==> src/rtl/regfile_wb_ctrl.sv <==
`default_nettype none
// ============================================================================
// Module   : regfile_wb_ctrl
// Purpose  : Register-file write-back arbiter (load responses vs execute
//            results) with an in-order load tag FIFO and a hazard scoreboard.
// Revision : 1.0
// ============================================================================
module regfile_wb_ctrl #(
    parameter int LD_DEPTH      = 4,
    parameter int MAX_LD_STREAK = 4
) (
    input  logic        clk,
    input  logic        rst_n,
    input  logic        ld_issue,
    input  logic [4:0]  ld_issue_rd,
    output logic        issue_ready,
    input  logic        ld_valid,
    input  logic [31:0] ld_data,
    output logic        ld_ready,
    input  logic        ex_valid,
    input  logic [4:0]  ex_rd,
    input  logic [31:0] ex_data,
    output logic        ex_ready,
    input  logic [4:0]  rs1_index,
    input  logic [4:0]  rs2_index,
    output logic        rs1_busy,
    output logic        rs2_busy,
    output logic        rd_w,
    output logic [4:0]  rd_index,
    output logic [31:0] rd_in,
    output logic        proto_err
);

    localparam int c_ptr_w = $clog2(LD_DEPTH);
    localparam int c_cnt_w = c_ptr_w + 1;
    localparam int c_str_w = $clog2(MAX_LD_STREAK + 1);
    localparam logic [c_cnt_w-1:0] c_full_cnt   = c_cnt_w'(LD_DEPTH);
    localparam logic [c_str_w-1:0] c_streak_max = c_str_w'(MAX_LD_STREAK);

    logic [4:0]         fifo_q [LD_DEPTH];
    logic [c_ptr_w-1:0] rd_ptr_q, rd_ptr_d;
    logic [c_ptr_w-1:0] wr_ptr_q, wr_ptr_d;
    logic [c_cnt_w-1:0] count_q, count_d;
    logic [c_str_w-1:0] streak_q, streak_d;
    logic               perr_q, perr_d;

    logic               w_full, w_empty;
    logic [4:0]         w_head;
    logic [LD_DEPTH-1:0] w_ent_valid;
    logic [31:0]        w_busy;
    logic               w_ld_elig, w_ex_elig;
    logic               w_ld_grant, w_ex_grant;
    logic               w_push, w_pop;

    assign w_full  = (count_q == c_full_cnt);
    assign w_empty = (count_q == '0);
    assign w_head  = fifo_q[rd_ptr_q];

    // An entry is live when its distance from the head is below the count.
    genvar gi;
    generate
        for (gi = 0; gi < LD_DEPTH; gi++) begin : g_entry
            logic [c_ptr_w-1:0] w_rel;
            assign w_rel           = c_ptr_w'(gi) - rd_ptr_q;
            assign w_ent_valid[gi] = ({1'b0, w_rel} < count_q);
        end
    endgenerate

    always_comb begin
        w_busy = '0;
        for (int i = 0; i < LD_DEPTH; i++) begin
            if (w_ent_valid[i]) begin
                w_busy[fifo_q[i]] = 1'b1;
            end
        end
        w_busy[0] = 1'b0;
    end

    assign rs1_busy    = w_busy[rs1_index];
    assign rs2_busy    = w_busy[rs2_index];
    assign issue_ready = !w_full;
    assign proto_err   = perr_q;

    assign w_ld_elig  = ld_valid && !w_empty;
    assign w_ex_elig  = ex_valid && !w_busy[ex_rd];
    assign w_ex_grant = rst_n && w_ex_elig && ((streak_q >= c_streak_max) || !w_ld_elig);
    assign w_ld_grant = rst_n && w_ld_elig && !w_ex_grant;
    assign w_push     = ld_issue && !w_full;
    assign w_pop      = w_ld_grant;

    assign ld_ready = w_ld_grant;
    assign ex_ready = w_ex_grant;

    always_comb begin
        rd_w     = 1'b0;
        rd_index = 5'd0;
        rd_in    = 32'd0;
        if (w_ld_grant) begin
            rd_w     = (w_head != 5'd0);
            rd_index = w_head;
            rd_in    = ld_data;
        end else if (w_ex_grant) begin
            rd_w     = (ex_rd != 5'd0);
            rd_index = ex_rd;
            rd_in    = ex_data;
        end
    end

    always_comb begin
        rd_ptr_d = rd_ptr_q;
        wr_ptr_d = wr_ptr_q;
        count_d  = count_q;
        streak_d = streak_q;
        perr_d   = perr_q;
        if (w_pop) begin
            rd_ptr_d = rd_ptr_q + c_ptr_w'(1);
        end
        if (w_push) begin
            wr_ptr_d = wr_ptr_q + c_ptr_w'(1);
        end
        case ({w_push, w_pop})
            2'b10:   count_d = count_q + c_cnt_w'(1);
            2'b01:   count_d = count_q - c_cnt_w'(1);
            default: count_d = count_q;
        endcase
        // Streak only counts loads that made a ready execute result wait.
        if (w_ex_grant || !w_ex_elig) begin
            streak_d = '0;
        end else if (w_ld_grant) begin
            streak_d = streak_q + c_str_w'(1);
        end
        if ((ld_valid && w_empty) || (ld_issue && w_full)) begin
            perr_d = 1'b1;
        end
    end

    always_ff @(posedge clk) begin
        if (!rst_n) begin
            rd_ptr_q <= '0;
            wr_ptr_q <= '0;
            count_q  <= '0;
            streak_q <= '0;
            perr_q   <= 1'b0;
        end else begin
            rd_ptr_q <= rd_ptr_d;
            wr_ptr_q <= wr_ptr_d;
            count_q  <= count_d;
            streak_q <= streak_d;
            perr_q   <= perr_d;
        end
    end

    always_ff @(posedge clk) begin
        if (rst_n && w_push) begin
            fifo_q[wr_ptr_q] <= ld_issue_rd;
        end
    end

endmodule
`default_nettype wire

==> config.mk <==
export PLATFORM = sky130hd
export DESIGN_NAME = regfile_wb_ctrl
export DESIGN_NICKNAME = d
export VERILOG_FILES = /design/src/rtl/regfile_wb_ctrl.sv
export SDC_FILE = /design/constraint.sdc
export NUM_CORES = 1
export LEC_CHECK = 0
export BUFFER_PORTS_ARGS = -buffer_cell sky130_fd_sc_hd__buf_4
export CORE_MARGIN = 2
export CORE_UTILIZATION = 30
export CTS_BUF_LIST = sky130_fd_sc_hd__clkbuf_8
export DETAILED_ROUTE_END_ITERATION = 10
export REMOVE_ABC_BUFFERS = 1
export SLEW_MARGIN = 10
export SYNTH_ARGS = -nofsm -noshare
export SYNTH_HDL_FRONTEND = slang
export SYNTH_SLANG_ARGS = --single-unit
==> constraint.sdc <==
create_clock -name clk -period 5.2 [get_ports clk]
set_clock_uncertainty 0.05 [all_clocks]
set_input_delay 0.52 -clock clk [delete_from_list [all_inputs] [get_ports clk]]
set_output_delay 0.52 -clock clk [all_outputs]
set_load 0.02 [all_outputs]
Word level (Yosys, flattened, before mapping)

Memory sizes are Yosys's and may differ from the RTL's. A register that Yosys moved wholly into a read port is not among the register bits.
Index checks and enable logic that the tools add are counted.

Register bits: 11
Latch bits: 0
Memory bits (writable): 20
Bits in read-only memories: 0
Input bits: 89
Output and inout bits: 44
Logic and storage cells: 95
Memories: 1

Add/subtract/negate cells: 9
Multiply operators: 0
Div/mod/pow operators: 0
$lt $le $gt $ge: 16
Equal/unequal tests: 3
Shift-type cells: 0
Mux-type cells: 29
Bitwise operators: 4
Reductions and logical operators: 28

Memories:

| memory | depth | width | rd ports | clocked after Yosys merged registers in | write ports | RTL line | RTL |
|---|---|---|---|---|---|---|---|
| fifo_q | 4     | 5     | 5        | 1                                       | 1           | 40       | `logic [4:0] fifo_q [LD_DEPTH];` |

Operators with widths:

| cell                | number |
|---|---|
| $mux 32             | 6 |
| $or 32x32->32       | 3 |
| $lt 5x6->1 const B  | 7 |
| $demux 1 s5         | 4 |
| $ge 5x1->1 const B  | 4 |
| $bmux 1 s5          | 3 |
| $logic_and 1x1->1   | 14 |
| $lt 2x3->1          | 4 |
| $mux 1              | 11 |
| $mux 5              | 2 |
| $reduce_bool 5->1   | 2 |
| $add 3x1->3 const B | 2 |
| $logic_not 1->1     | 6 |
| $pmux 3 s2          | 1 |
| $add 2x1->2 const B | 2 |
| $mux 2              | 2 |
| $sub 1x2->2 const A | 2 |
| $sub 2x2->2 const A | 2 |
| $eq 3x3->1 const B  | 1 |
| $ge 3x3->1 const B  | 1 |
| $logic_not 3->1     | 1 |
| $logic_or 1x1->1    | 3 |
| $sub 3x1->3 const B | 1 |
| $eq 2x1->1 const B  | 1 |
| other kinds (4)     | 4 |

Depth between registers and ports, before layout

Gate-level depths: netlist of run 1.
An unclocked memory read counts as a cell.

Depth after elaboration: 22
Gate-level depth with buffers: 20
Mapped depth without buffers: 18

Worst setup path after synthesis of run 1

Ideal clock, no wire load.

Path kind: reg2reg
From: reg rd_ptr_q[0]
To: reg count_q[2]
Setup time: 0.073 ns
Arrival: 4.346 ns
Data required time: 5.077 ns
Slack: 0.731 ns
Cell stages (with the launch flop): 21
Buffers on the path: 2
Period minus slack after synthesis: 4.469 ns
Cell sequence: dfxtp_1 > buf_2 > xnor2_1 > inv_1 > ha_1 > and2b_1 > a211oi_2 > nand2_1 > o221ai_1 > mux2_2 > a221o_1 > o22ai_4 > and2_4 > buf_4 > nor3_2 > ha_1 > inv_1 > fa_1 > xor2_1 > or3_1 > a21oi_1

Longest elaborated chain between the ends: 19
Elaborated cells between the ends (all ways): 27
Those cells by class: add/sub (4); order compare (4); eq/ne (2); mux (7); bitwise (3); reduce/logical (7)

RTL lines:

| element                                         | RTL line | RTL |
|---|---|---|
| start, declared                                 | 41       | `logic [c_ptr_w-1:0] rd_ptr_q, rd_ptr_d;` |
| start signal, assigned                          | 145      | `rd_ptr_q <= rd_ptr_d;` |
| $sub 1x2->2                                     | 64       | `assign w_rel = c_ptr_w'(gi) - rd_ptr_q;` |
| $lt 2x3->1                                      | 65       | `assign w_ent_valid[gi] = ({1'b0, w_rel} < count_q);` |
| $mux 32                                         | 72       | `if (w_ent_valid[i]) begin` |
| $or 32x32->32 (no source line)                  | --       |  |
| $mux 32                                         | 72       |  |
| $or 32x32->32 (no source line)                  | --       |  |
| $mux 32                                         | 72       |  |
| $or 32x32->32 (no source line)                  | --       |  |
| [... 4 more ...]                                | --       |  |
| $logic_and 1x1->1 (*)                           | 85       | `assign w_ex_elig = ex_valid && !w_busy[ex_rd];` |
| $logic_and 1x1->1 (*) (2 in a row)              | 86       | `assign w_ex_grant = rst_n && w_ex_elig && ((streak_q >= c_streak_max) \|\| !w_ld_elig);` |
| named net ex_ready                              | 23       | `output logic ex_ready,` |
| $logic_not 1->1 (*)                             | 87       | `assign w_ld_grant = rst_n && w_ld_elig && !w_ex_grant;` |
| $logic_and 1x1->1 (*)                           | 87       |  |
| named net ld_ready                              | 19       | `output logic ld_ready,` |
| $eq 2x1->1 or $eq 2x2->1 (tied branches)        | 121      | `case ({w_push, w_pop})` |
| $pmux 3 s2 or $reduce_bool 2->1 (tied branches) | --       |  |
| end signal, assigned                            | 147      | `count_q <= count_d;` |
| end, declared                                   | 43       | `logic [c_cnt_w-1:0] count_q, count_d;` |

Mark *: on every way through the listed nets, which the timed path passes. The rest lies on a longest branch. The select of a mux whose other input is x is not followed.
A chain may end at the register's enable or synchronous reset.

Worst setup path in the final report of run 1

From: reg rd_ptr_q[0]
To: out rd_index[4]

Longest elaborated chain between the ends: 18
Elaborated cells between the ends (all ways): 25
Those cells by class: add/sub (4); order compare (4); mux (8); bitwise (3); reduce/logical (6)

RTL lines:

| element                            | RTL line | RTL |
|---|---|---|
| $sub 1x2->2                        | 64       |  |
| $lt 2x3->1                         | 65       |  |
| $mux 32                            | 72       |  |
| $or 32x32->32 (no source line)     | --       |  |
| $mux 32                            | 72       |  |
| $or 32x32->32 (no source line)     | --       |  |
| $mux 32                            | 72       |  |
| $or 32x32->32 (no source line)     | --       |  |
| $mux 32 (*)                        | 72       |  |
| $bmux 1 s5 (*)                     | 85       |  |
| $mux 1 (not written as such) (*)   | 85       |  |
| $logic_not 1->1 (*)                | 85       |  |
| $logic_and 1x1->1 (*)              | 85       |  |
| $logic_and 1x1->1 (*) (2 in a row) | 86       |  |
| $logic_not 1->1                    | 87       |  |
| $logic_and 1x1->1                  | 87       |  |
| $mux 5 (*)                         | 98       | `if (w_ld_grant) begin` |
| end, declared                      | 29       | `output logic [4:0] rd_index,` |

Mark *: on every way between the ends. The rest lies on a longest branch, timed or not. The select of a mux whose other input is x is not followed.

==> impl_metrics.env, run 1 <==
export IMPL_post_cts_resize_count=0
export IMPL_cts_sink_count=33
export IMPL_max_slew_margin=0.337
export IMPL_async_flop_share=0
export IMPL_synth_cells=576
export IMPL_path_clk_slew_ps=80
export IMPL_floorplan_initialDensity=0.308
export IMPL_final_design_area_no_fill_mm2=0.00569
export IMPL_multi_input_comb_area_mm2=0.00335
export IMPL_detail_route_drc_violations=0
export IMPL_worst_pin_slew_ps=986
export IMPL_tritoncts="yes"
export IMPL_nets=781
export IMPL_fmax_mhz=212
export IMPL_synth_top_flop_cell="edfxtp_1"
export IMPL_post_synth_main_area_contributors="edfxtp_1 13%, mux4_2 11%, nand3_1 6.9%, nand2_1 5.9%, dfxtp_1 5.8%"
export IMPL_fillers=1481
export IMPL_drv_slew=0
export IMPL_max_cap_viols=0
export IMPL_total_wirelength_um=18500
export IMPL_die_h_um=126
export IMPL_hpwlAfterDp_um=14800
export IMPL_gp_congestion=1.05
export IMPL_first_global_vias=5058
export IMPL_placed_cell_area_mm2=0.00556
export IMPL_start_kind="flip-flop"
export IMPL_grt_setup_unrepaired="false"
export IMPL_post_route_util=0.391
export IMPL_final_period_utilization=0.906
export IMPL_finalHoldViolations=0
export IMPL_critical_path_arrival_ps=4140
export IMPL_post_synthesis_cell_type_count=74
export IMPL_die_width_um=126
export IMPL_leakage_nw=2.14
export IMPL_worst_path_max_fanout=39
export IMPL_crit_slowest_cell="o211ai_1"
export IMPL_syn2layout_area_growth_pct=27.2
export IMPL_fp_dieArea_mm2=0.0159
export IMPL_detail_route_vias_per_cell=6.11
export IMPL_root_buffer="clkbuf_8"
export IMPL_synthesis_warning_total=0
export IMPL_grt_use_total=0.224
export IMPL_pin_count_of_the_biggest_net_entering_global_routing=43
export IMPL_worstSetupPathType="flip-flop to primary output"
export IMPL_antenna_found_initial=0
export IMPL_routed_via_count=5293
export IMPL_synth_edf_count=20
export IMPL_clock_latency_ps=290
export IMPL_netlist_area_mm2=0.00447
export IMPL_drt_pass1_iterations=5
export IMPL_cp_data_required_time_ps=4630
export IMPL_clockBufferDepth=2
export IMPL_slowest_delay_ps=600
export IMPL_post_synth_cell_area_avg_um2=7.77
export IMPL_wl_per_cell_um=21.3
export IMPL_min_delay_path_class="flip-flop to flip-flop"
export IMPL_grt_first_pass_wirelength_um=28300
export IMPL_synth_seq_cells=33
export IMPL_clock_tree_htree_level_count=2
export IMPL_crit_path_cell_chain="xnor2_1 -> ha_1 -> nand2b_1 -> o211ai_1 -> o22a_1 -> o211ai_1 -> a221o_1 -> a221o_1 -> o22ai_4 -> and2_4 -> buf_4 -> o2bb2ai_1 -> buf_4"
export IMPL_period_minus_slack_ps=4710
export IMPL_peakVddDrop_v=0.000147
export IMPL_floorplan_io_pins=133
export IMPL_cts_hold_buffers_added=0
export IMPL_area_of_all_sequential_standard_cells_um2=861
export IMPL_drt_first_iter_violations=477
export IMPL_floorplan_rows=44
export IMPL_antenna_violating_nets_post_route=0
export IMPL_core_area_mm2=0.0145
export IMPL_setup_violations=0
export IMPL_synth_largest_type_area_fraction=0.134
export IMPL_element_type_at_the_critical_path_end="primary output"
export IMPL_n_antenna_cell=0
export IMPL_power_density_mw_per_mm2=233
export IMPL_synth_area_leader_cell="edfxtp_1"
export IMPL_globalRoute_totalOverflow=0
export IMPL_fin_setup_tns_ps=0
export IMPL_cts_inserted_buffers=5
export IMPL_layout_drive_gt1_share=0.293
export IMPL_outcome="completed"
export IMPL_overall_power_of_the_completed_layout_w=0.00133
export IMPL_post_cts_setup_buffers=0
export IMPL_place_port_buffers=132
export IMPL_sequential_share_of_the_synthesized_area=0.192
-- critical path: cells and delay by family, from the launching register on --
kind	cells	cell delay, ps
DFF	1	480
AOI/OAI and AO/OA	7	2080
adders and majority gates	1	300
xor gates and xnor gates	1	150
and+or+nand+nor	2	280
buffers and inverters	2	530
-- power breakdown --
part / total, W / internal [W] / switching (W)
sequential: 0.000336 / 0.000298 / 0.0000376
clock: 0.000260 / 0.000156 / 0.000104
combinational: 0.000730 / 0.000280 / 0.000450
-- cells by family (layout without fill, tap and decap cells) --
logic type,after synthesis,after routing,share of synthesized area
flip-flops,33,33,0.192
buffers and inverters,63,169,0.0613
AND/OR/NAND/NOR,282,282,0.320
AO/OA/AOI/OAI,159,159,0.273
multiplexers,24,24,0.113
adder cells (fa/ha/maj),11,11,0.0324
XOR/XNOR,4,4,0.00783
-- cell usage after synthesis (11+ instances only) --
library cell,n
o21ai_1,37
a211oi_1,11
clkbuf_1,24
nand2b_1,13
nor3_1,16
nor2b_1,14
nand2_1,70
edfxtp_1,20
dfxtp_1,13
a22oi_1,13
mux4_2,21
inv_1,20
nor2_1,46
o22ai_1,12
nand3_1,62
-- area by class of cell --
| type | count | area share |
|---|---|---|
| tap | 184 | 0.0405 |
| sequential | 33 | 0.151 |
| clock inverter | 2 | 0.00660 |
| timing repair buffer | 140 | 0.185 |
| multi-input combinational | 480 | 0.589 |
| clock buffer | 6 | 0.0145 |
| inverter | 21 | 0.0139 |
-- placed cells by master (no fill, tap or decap), types with 5 or more instances in the layout --
cell type / Yosys / layout
nand2b_1: 13 / 13
mux4_2: 21 / 21
nor3b_1: 6 / 6
edfxtp_1: 20 / 20
o21ai_1: 37 / 37
clkbuf_8: 0 / 6
a211o_1: 7 / 7
nand3_1: 62 / 62
nand2_1: 70 / 70
o21ai_0: 10 / 10
a2111oi_0: 5 / 5
a22o_1: 7 / 7
nor2_1: 46 / 44
inv_1: 20 / 20
o211ai_1: 9 / 9
buf_4: 6 / 140
nor3_1: 16 / 16
a211oi_1: 11 / 11
or2_2: 6 / 6
o22ai_1: 12 / 12
a22oi_1: 13 / 13
a21oi_1: 5 / 5
and2_1: 5 / 5
or3_1: 6 / 6
nor2b_1: 14 / 14
dfxtp_1: 13 / 13
and3_1: 9 / 9
nand4_1: 5 / 5
ha_1: 10 / 10
-- worst paths after layout --
kind,start,end,slack [ps],cells after the start
hold reg to reg,streak_q[0]$_SDFFE_PP0P_,streak_q[0]$_SDFFE_PP0P_,380,1
setup reg to reg,rd_ptr_q[0]$_SDFFE_PN0P_,count_q[2]$_SDFFE_PN0P_,600,18
hold / removal,streak_q[0]$_SDFFE_PP0P_,streak_q[0]$_SDFFE_PP0P_,380,1
setup / recovery,rd_ptr_q[0]$_SDFFE_PN0P_,rd_index[4],490,13
-- stage by stage --
| step | hold WS [ps] | setup WS, ps | cells |
|---|---|---|---|
| 6_report | 376 | 488 | 866 |
| 5_1_grt | 371 | 201 | 866 |
| 4_1_cts | 370 | 477 | 866 |
| 3_5_place_dp | 371 | 671 | 858 |
| 3_3_place_gp | 357 | 839 | 858 |
| 2_1_floorplan | 349 | 591 | 534 |
-- sequential cells by signal (all words and copies together) (netlist names), named ones only --
signal     count
count_q        3
streak_q       3
wr_ptr_q       2
fifo_q        20
proto_err      1
rd_ptr_q       2
-- layer usage --
layer	wire, um	global-route usage
met5	0	0
met4	754	0.0905
met3	1750	0.0421
met2	8220	0.360
met1	7760	0.298
No activity file was read; power rests on OpenSTA's default activity.
==> run 2, diff against run 1 <==
--- a/config.mk
+++ b/config.mk
@@ -9,7 +9,9 @@
 export CORE_MARGIN = 2
 export CORE_UTILIZATION = 30
 export CTS_BUF_LIST = sky130_fd_sc_hd__clkbuf_8
+export CTS_CLUSTER_SIZE = 12
 export DETAILED_ROUTE_END_ITERATION = 10
+export GPL_TIMING_DRIVEN = 0
 export REMOVE_ABC_BUFFERS = 1
 export SLEW_MARGIN = 10
 export SYNTH_ARGS = -nofsm -noshare
==> impl_metrics.env, run 2 (synthesis results as in run 1) <==
export IMPL_outcome="completed"
export IMPL_root_buffer="clkbuf_8"
export IMPL_netSwitchingFraction=0.463
export IMPL_fin_setup_tns_ps=0
export IMPL_pin_count_of_the_biggest_net_entering_global_routing=44
export IMPL_p_clk_frac=0.140
export IMPL_largest_register_ff_count=20
export IMPL_nets=783
export IMPL_core_area_mm2=0.0145
export IMPL_tritoncts="yes"
export IMPL_grt_use_total=0.212
export IMPL_p_int_w=0.000685
export IMPL_place_port_buffers=132
export IMPL_floorplan_io_pins=133
export IMPL_drv_slew=0
export IMPL_fin_ws_ps=190
export IMPL_peakVddDrop_v=0.000196
export IMPL_final_period_utilization=0.964
export IMPL_floorplan_initialDensity=0.308
export IMPL_slowest_delay_ps=640
export IMPL_first_global_vias=4908
export IMPL_gp_congestion=1.03
export IMPL_die_h_um=126
export IMPL_detail_route_drc_violations=0
export IMPL_fmax_mhz=200
export IMPL_cts_sink_count=33
export IMPL_routed_via_count=5318
export IMPL_element_type_at_the_critical_path_end="flip-flop"
export IMPL_antenna_found_initial=0
export IMPL_max_slew_margin=0.343
export IMPL_final_common_cell="buf_4"
export IMPL_worst_pin_slew_ps=977
export IMPL_power_frac_comb=0.595
export IMPL_cts_inserted_buffers=5
export IMPL_crit_slowest_cell="a2111oi_4"
export IMPL_critPathTopFamily="compound AO/OA/AOI/OAI gates"
export IMPL_final_instance_count_excl_fill=868
export IMPL_wl_per_cell_um=20.5
export IMPL_biggestRegsByFlops="fifo_q (20), count_q (3), streak_q (3)"
export IMPL_min_delay_path_class="flip-flop to flip-flop"
export IMPL_clock_tree_htree_level_count=2
export IMPL_clockBufferDepth=2
export IMPL_grt_first_pass_wirelength_um=27200
export IMPL_power_density_mw_per_mm2=221
export IMPL_layout_drive_gt1_share=0.304
export IMPL_worstSetupPathType="flip-flop to flip-flop"
export IMPL_cp_data_required_time_ps=5360
export IMPL_worst_path_max_fanout=20
export IMPL_registers_top_by_ff_count="fifo_q"
export IMPL_seqPwrFrac=0.265
export IMPL_fp_dieArea_mm2=0.0159
export IMPL_max_cap_viols=0
export IMPL_globalRoute_totalOverflow=0
export IMPL_grt_setup_unrepaired="true"
export IMPL_layout_common_cells="139 x buf_4, 70 x nand2_1, 62 x nand3_1"
export IMPL_grt_met3_usage=0.0408
export IMPL_dp_slack_ps=-207
export IMPL_crit_path_cell_chain="inv_1 -> ha_1 -> and2b_1 -> a2111oi_4 -> a22oi_1 -> o221ai_1 -> mux2_2 -> a221o_1 -> o22ai_4 -> and2_4 -> nor3_2 -> ha_1 -> inv_1 -> fa_1 -> xor2_1 -> or3_1 -> a21oi_1"
export IMPL_die_width_um=126
export IMPL_period_minus_slack_ps=5010
export IMPL_syn2layout_area_growth_pct=28.8
export IMPL_grtUsageMet1=0.275
export IMPL_finalHoldViolations=0
export IMPL_gr_max_usage_layer="met2"
export IMPL_n_antenna_cell=0
export IMPL_clock_latency_ps=280
export IMPL_setup_violations=0
export IMPL_detail_route_vias_per_cell=6.13
export IMPL_drt_pass1_iterations=8
export IMPL_path_clk_slew_ps=70
export IMPL_antenna_violating_nets_post_route=0
export IMPL_hpwlAfterDp_um=13500
export IMPL_dpl_cell_count=850
export IMPL_critical_path_arrival_ps=5170
export IMPL_switchingPower_w=0.000590
export IMPL_total_wirelength_um=17800
export IMPL_overall_power_of_the_completed_layout_w=0.00127
export IMPL_drt_first_iter_violations=597
export IMPL_start_kind="flip-flop"
export IMPL_leakage_nw=2.14
export IMPL_grt_met2_usage=0.340
export IMPL_floorplan_rows=44
export IMPL_critical_path_buf_inv_count=2
## run 2: power by group through the flow
stage | combinational [W] | clock [W] | sequential [W]
6_report | 0.000759 | 0.000178 | 0.000337
5_1_grt | 0.000814 | 0.000200 | 0.000342
4_1_cts | 0.000734 | 0.000187 | 0.000336
3_5_place_dp | 0.000690 | 0 | 0.000342
3_3_place_gp | 0.000675 | 0 | 0.000340
2_1_floorplan | 0.000442 | 0 | 0.000332
## run 2: area by class of cell
class	instances	area [um^2]
Clock inverter	3	17.5
Multi-Input combinational cell	483	3460
Clock buffer	5	68.8
Timing Repair Buffer	139	1040
Fill cell	1515	8770
Inverter	21	78.8
Tap cell	184	230
Sequential cell	33	861
## run 2: final timing paths
kind	cells after the start	from	slack, ps	to
hold / removal	1	streak_q[0]$_SDFFE_PP0P_	380	streak_q[0]$_SDFFE_PP0P_
hold reg to reg	1	streak_q[0]$_SDFFE_PP0P_	380	streak_q[0]$_SDFFE_PP0P_
setup reg to reg	17	count_q[1]$_SDFFE_PN0P_	190	count_q[2]$_SDFFE_PN0P_
setup / recovery	17	count_q[1]$_SDFFE_PN0P_	190	count_q[2]$_SDFFE_PN0P_
## run 2: metrics by stage
step,hold WS [ps],util,instance area [um^2]
after global placement,357,0.378,5500
after floorplan,349,-,4280
final,379,0.396,5760
after CTS,381,0.392,5700
after detailed placement,373,0.379,5510
after global routing,387,0.396,5760
## run 2: routing by layer
metal	part of all wire	wire length (um)	vias to the layer above
met5	0	0	-
met4	0.047	838	0
met3	0.094	1670	56
met2	0.45	8070	319
met1	0.40	7190	2512
li1	-	-	2431
## run 2: repair_timing
| action | CTS | global route |
|---|---|---|
| gates cloned | 2 | 1 |
| setup buffers | 3 | 4 |
| gates resized for setup | 8 | 4 |
| pin swaps | 3 | 4 |
| endpoints found under the setup margin | 41 | 42 |
| hold buffers | 0 | 0 |
